$ cat config.mk
export PLATFORM = sky130hd
export DESIGN_NAME = tick_pwm
export DESIGN_NICKNAME = d
export VERILOG_FILES = /design/src/rtl/tick_pwm.sv
export SDC_FILE = /design/constraint.sdc
export NUM_CORES = 1
export LEC_CHECK = 0
export CAP_MARGIN = 30
export CORE_MARGIN = 8
export CORE_UTILIZATION = 58
export CTS_CLUSTER_DIAMETER = 30
export DETAILED_ROUTE_END_ITERATION = 6
export PLACE_DENSITY = 0.87
export SLEW_MARGIN = 5
export SYNTH_ARGS = -nofsm -noshare
export SYNTH_HDL_FRONTEND = slang
export SYNTH_SLANG_ARGS = --single-unit
export TNS_END_PERCENT = 30
$ cat constraint.sdc
create_clock -name sys_clk -period 3.5 [get_ports sys_clk]
set_clock_uncertainty 0.15 [all_clocks]
set_input_delay 0.35 -clock sys_clk [delete_from_list [all_inputs] [get_ports sys_clk]]
set_output_delay 0.35 -clock sys_clk [all_outputs]
set_load 0.005 [all_outputs]
$ cat src/rtl/tick_pwm.sv
// Tick-driven PWM generator: counts divider strobes over a shadowed period and
// drives a registered PWM level and a period-boundary pulse. Optional input
// synchronizers on period/duty are enabled by defining TICK_PWM_SYNC_EN.
module tick_pwm #(
  parameter int WIDTH = 8
) (
  input  logic             sys_clk,
  input  logic             sys_rst_n,
  input  logic             tick_i,
  input  logic             en_i,
  input  logic [WIDTH-1:0] period_i,
  input  logic [WIDTH-1:0] duty_i,
  output logic             pwm_o,
  output logic             period_end_o
);

  logic [WIDTH-1:0] period_src;
  logic [WIDTH-1:0] duty_src;

`ifdef TICK_PWM_SYNC_EN
  // Switch inputs are asynchronous to sys_clk; two flops settle metastability.
  logic [WIDTH-1:0] period_meta, period_sync;
  logic [WIDTH-1:0] duty_meta, duty_sync;

  always_ff @(posedge sys_clk) begin
    if (!sys_rst_n) begin
      period_meta <= '0;
      period_sync <= '0;
      duty_meta   <= '0;
      duty_sync   <= '0;
    end else begin
      period_meta <= period_i;
      period_sync <= period_meta;
      duty_meta   <= duty_i;
      duty_sync   <= duty_meta;
    end
  end

  assign period_src = period_sync;
  assign duty_src   = duty_sync;
`else
  assign period_src = period_i;
  assign duty_src   = duty_i;
`endif

  logic [WIDTH-1:0] cnt;
  logic [WIDTH-1:0] per_sh;
  logic [WIDTH-1:0] duty_sh;

  // NOTE: non-blocking assignments let pwm_o compare the pre-edge cnt and
  // duty_sh even though both are updated in the same block.
  always_ff @(posedge sys_clk) begin
    if (!sys_rst_n) begin
      cnt          <= '0;
      per_sh       <= '0;
      duty_sh      <= '0;
      pwm_o        <= 1'b0;
      period_end_o <= 1'b0;
    end else if (!en_i) begin
      cnt          <= '0;
      per_sh       <= period_src;
      duty_sh      <= duty_src;
      pwm_o        <= 1'b0;
      period_end_o <= 1'b0;
    end else begin
      pwm_o        <= (cnt < duty_sh);
      period_end_o <= 1'b0;
      if (tick_i) begin
        if (cnt == per_sh) begin
          cnt          <= '0;
          per_sh       <= period_src;
          duty_sh      <= duty_src;
          period_end_o <= 1'b1;
        end else begin
          cnt <= cnt + 1'b1;
        end
      end
    end
  end

endmodule
# Yosys cells after proc, flatten, opt, wreduce, memory -nomap -nowiden
# Index checks and enable logic that the tools add are counted.
word_totals:
  ff_bits: 26
  in_bits: 20
  out_inout_bits: 2
  wordCells: 21
op_classes:
  addsub: 1
  magnitude_cmp: 1
  eq_ne: 3
  n_mux: 8
  reduce_logical: 3
ops:
  columns: ["operator", "count"]
  rows:
  - ["$mux W8", 7]
  - ["$add A8 B1 Y8 const B", 1]
  - ["$eq A8 B8 Y1", 1]
  - ["$lt A8 B8 Y1", 1]
  - ["$reduce_and A2 Y1", 2]
  - ["$reduce_and A3 Y1", 1]
  - ["$ne A2 B1 Y1 const B", 1]
  - ["$ne A2 B2 Y1 const B", 1]
  - ["$mux W1", 1]

# Logic depth before layout (Yosys ltp)
logic_depth:
  ltp_word: 4
  mapped_depth: 6
  ltp_nobuf: 6

# Least setup slack after synthesis
# OpenSTA, ideal clock, no wires.
synth_path:
  path_kind: "register to register"
  startpoint: "register cnt[4]"
  endpoint: "register cnt[0]"
  setup_ns: 0.147
  t_arrival_ns: 1.424
  t_required_ns: 3.203
  setup_slack_ns: 1.779
  stages_incl_launch_ff: 5
  n_path_buf: 0
  synth_period_minus_slack_ns: 1.721
  path_cell_list: "dfxtp_1 > xnor2_1 > nand3_1 > o311ai_1 > nor2_1"
synth_via:
  elab_chain_len: 2
synth_rtl:
  columns: ["item", "line", "source"]
  rows:
  - ["start, declared", "46", "logic [WIDTH-1:0] cnt;"]
  - ["start signal, assigned", "75", "cnt <= cnt + 1'b1;"]
  - ["$eq A8 B8 Y1", "69", "if (cnt == per_sh) begin"]
  - ["$mux W8", "69", null]
# Every way passes these cells.
# A chain may end at the register's enable or synchronous reset.

==> summary.log <==
qor: logic_synthesis.synth_flop_cell sky130_fd_sc_hd__dfxtp_1
qor: floorplan.design.core.area 2710 um^2
qor: cells_and_area.area_used_by_multi_input_combinational_logic 1000 um^2
qor: clocking.cts_tree built
qor: grt.grt_antenna_before_repair 0
qor: logic_synthesis.synthCells 204
qor: place.post_dp_cell_area 1830 um^2
qor: worst_setup_path.critPathLaunchType primary input
qor: floorplan.floorplan.initialDensity 0.598
qor: worst_setup_path.crit_path_max_delay_family buffers and inverters
qor: cells_and_area.area_growth_syn_to_layout 15.7%
qor: logic_synthesis.mappedNetlistNets 232
qor: place.finalWeightedCongestion 0.862
qor: floorplan.ios 22
qor: worst_setup_path.timing.critical_path.fanout_max 34
qor: power_and_ir_drop.power_density_over_the_cells 367 nW/um^2
qor: cells_and_area.finalInstanceArea 1870 um^2
qor: clocking.clock_sink_count 26
qor: timing.max_slew.worst_pin.slew 0.616 ns
qor: clocking.cts_setup_buffers 0
qor: cells_and_area.fillerInstances 228
qor: routing.via_per_inst 6.42
qor: routing.num_vias 1591
qor: worst_setup_path.timing.critical_path.required 3.58 ns
qor: floorplan.dieWidth 68.9 um
qor: grt.first_global_vias 1527
qor: cells_and_area.num-nets-final 246
qor: worst_setup_path.cell_chain_critical_path clkdlybuf4s50_1 > nand4_2 > buf_4 > o311ai_1 > clkbuf_2 > nor2_1
qor: cells_and_area.instances_no_fill 248
qor: grt.grt_first_pass_wirelength 6730 um
qor: place.dpl.cell_count 243
qor: logic_synthesis.mappedNetlistArea 1620 um^2
qor: clocking.cts_repair_resize_count 0
qor: logic_synthesis.synth_enable_flop_cells 0
qor: worst_hold_path.timing.hold.worst.class flip-flop to flip-flop
qor: cells_and_area.layout.area.seq 520 um^2
qor: worst_setup_path.timing_worst_setup_path_type primary input to flip-flop
qor: timing.final_hold_fails 0
qor: worst_setup_path.worst-path-stages 6
qor: place.number_of_buffers_inserted_by_port_buffering 21
qor: floorplan.die_footprint 4740 um^2
qor: worst_hold_path.min_delay_path_depth 2
qor: worst_setup_path.worst-endpoint-arrival 2.24 ns
qor: logic_synthesis.area_contributors_post_synth sky130_fd_sc_hd__dfxtp_1 (32%), sky130_fd_sc_hd__a32oi_1 (8.6%), sky130_fd_sc_hd__or4_1 (7.4%)
qor: cells_and_area.drive_above_1_share 0.0461
qor: timing.finalSetupViolCount 0
qor: timing.layout_worst_path_cycle_share 0.619
qor: clocking.cts-root-buf sky130_fd_sc_hd__clkbuf_4
qor: clocking.clk_latency 0.32 ns
qor: grt.grt_overall_usage 0.176
qor: logic_synthesis.synth.top_cell.area_share 0.321
qor: floorplan.vertical_die_dimension 68.9 um
qor: cells_and_area.final_antenna_diode_count 0
qor: timing.finalCriticalPeriod 2.17 ns
qor: clocking.clockBufferDepth 2
qor: worst_setup_path.critPathCaptureType flip-flop
qor: floorplan.placementRows 19
qor: worst_setup_path.r2r_cells 6
qor: power_and_ir_drop.vdd_ir_drop_max 0.450 mV
qor: grt.grt_overflow 0
qor: place.detailedPlacementHpwl 2640 um
qor: logic_synthesis.seq_area_frac_synth 0.321
qor: logic_synthesis.async_reset_ff_frac 0
qor: timing.max_slew_margin 0.583
qor: clocking.cts.clk_slew.worst_paths 0.13 ns
qor: run_status.result_of_the_run finished clean
qor: timing.final-max-slew-violation-count 0
qor: routing.residual_drc_count 0
qor: logic_synthesis.synthesis.yosys.warnings 0
qor: flow_run.cap_violations 0
qor: logic_synthesis.postSynthAreaPerCell 7.94 um^2
qor: clocking.cts_inserted_buffers 3
qor: timing.final.setup.tns 0 ns
qor: worst_setup_path.critical_path.max_stage_delay 0.64 ns
qor: routing.routedWlPerCell 15.5 um
qor: logic_synthesis.yosys.cell_count.top_type sky130_fd_sc_hd__dfxtp_1
qor: logic_synthesis.largest_area_contributor_in_the_synthesized_netlist sky130_fd_sc_hd__dfxtp_1
qor: grt.largest_net_degree_at_the_start_of_global_routing 35
qor: routing.first_pass_iters 4
qor: routing.number_of_nets_with_antenna_violations_after_routing 0
qor: worst_setup_path.slowest_stage_cell_crit_path sky130_fd_sc_hd__clkdlybuf4s50_1
qor: worst_setup_path.cp.buffers_inverters 3
qor: routing.first_iter_violations 174
qor: power_and_ir_drop.p_leak 0.000761 uW
qor: logic_synthesis.synth_cell_types 26
qor: timing.max_clock_freq 462 MHz
qor: clocking.post_cts_hold_buffer_count 0
qor: routing.wl 3850 um
qor: logic_synthesis.synth.top_cells.by_count sky130_fd_sc_hd__dfxtp_1 (26), sky130_fd_sc_hd__nand2_1 (21), sky130_fd_sc_hd__nand3_1 (19)
qor: timing.rsz0062_at_grt false
qor: clocking.clock_tree.htree_level_count 1
qor: cells_and_area.final_core_utilization 0.692
qor: logic_synthesis.synthesized_flop_and_latch_total 26
-- cell type report --
class                      instances  area share
timing repair buffer              26       0.131
clock buffer                       4      0.0194
multi-input combinational        153       0.535
tap                               31      0.0207
sequential                        26       0.278
inverter                           8      0.0160
-- final timing paths --
path	startpoint	end	slack, ns
max	tick_i	cnt[3]	1.33
min	cnt[7]	cnt[7]	0.46
max reg2reg	cnt[2]	cnt[3]	1.35
min reg2reg	cnt[7]	cnt[7]	0.46
-- sequential cells by signal, indices dropped and copies added, names as in the netlist --
name          cells
per_sh            8
duty_sh           8
cnt               8
period_end_o      1
pwm_o             1
-- cell usage in the layout, fill, tap and decap left out, types with 4 or more instances in the layout --
| master | synthesis | final |
|---|---|---|
| sky130_fd_sc_hd__nor2_1 | 10 | 10 |
| sky130_fd_sc_hd__clkdlybuf4s50_1 | 0 | 21 |
| sky130_fd_sc_hd__a32oi_1 | 16 | 16 |
| sky130_fd_sc_hd__ha_1 | 8 | 8 |
| sky130_fd_sc_hd__buf_4 | 0 | 4 |
| sky130_fd_sc_hd__o21ai_0 | 17 | 17 |
| sky130_fd_sc_hd__nand2_1 | 21 | 21 |
| sky130_fd_sc_hd__nand3_1 | 19 | 19 |
| sky130_fd_sc_hd__dfxtp_1 | 26 | 26 |
| sky130_fd_sc_hd__and3_1 | 16 | 16 |
| sky130_fd_sc_hd__xnor2_1 | 12 | 12 |
| sky130_fd_sc_hd__inv_1 | 8 | 8 |
| sky130_fd_sc_hd__or4_1 | 16 | 16 |
-- report_power, final --
| part | switching (uW) | internal (uW) | total [uW] |
|---|---|---|---|
| clock network | 86.7 | 63.6 | 150 |
| logic | 116 | 80.3 | 197 |
| registers | 17.6 | 323 | 341 |
-- tightest hold or removal path, stage by stage, from the launching register on --
cell                      delay [ns]
sky130_fd_sc_hd__dfxtp_1        0.38
sky130_fd_sc_hd__xnor2_1        0.17
sky130_fd_sc_hd__nor2_1         0.04
-- per-layer routing --
metal,vias to the layer above,wire (um),GRT usage
li1,781,-,-
met1,757,1700,0.225
met2,51,1910,0.307
met3,2,217,0.0339
met4,0,22,0.0175
met5,-,0,0
-- kinds of logic (layout without fill, tap and decap cells) --
logic type / Yosys count / after routing / share of synthesized area
AND/OR/NAND/NOR: 89 / 89 / 0.298
AO/OA/AOI/OAI: 40 / 40 / 0.172
flip-flops: 26 / 26 / 0.321
buffers and inverters: 25 / 38 / 0.0595
XOR/XNOR: 15 / 15 / 0.0811
adder cells (fa/ha/maj): 8 / 8 / 0.0618
multiplexers: 1 / 1 / 0.00618
-- metrics by stage --
step | power (uW) | setup WS (ns) | hold slack, ns
after global routing | 730 | 1.22 | 0.490
final | 688 | 1.33 | 0.460
after floorplan | 475 | 1.78 | 0.362
after CTS | 687 | 1.20 | 0.469
after detailed placement | 540 | 0.868 | 0.441
after global placement | 530 | 1.09 | 0.417
Note: power is estimated with default switching activity, not from simulation.
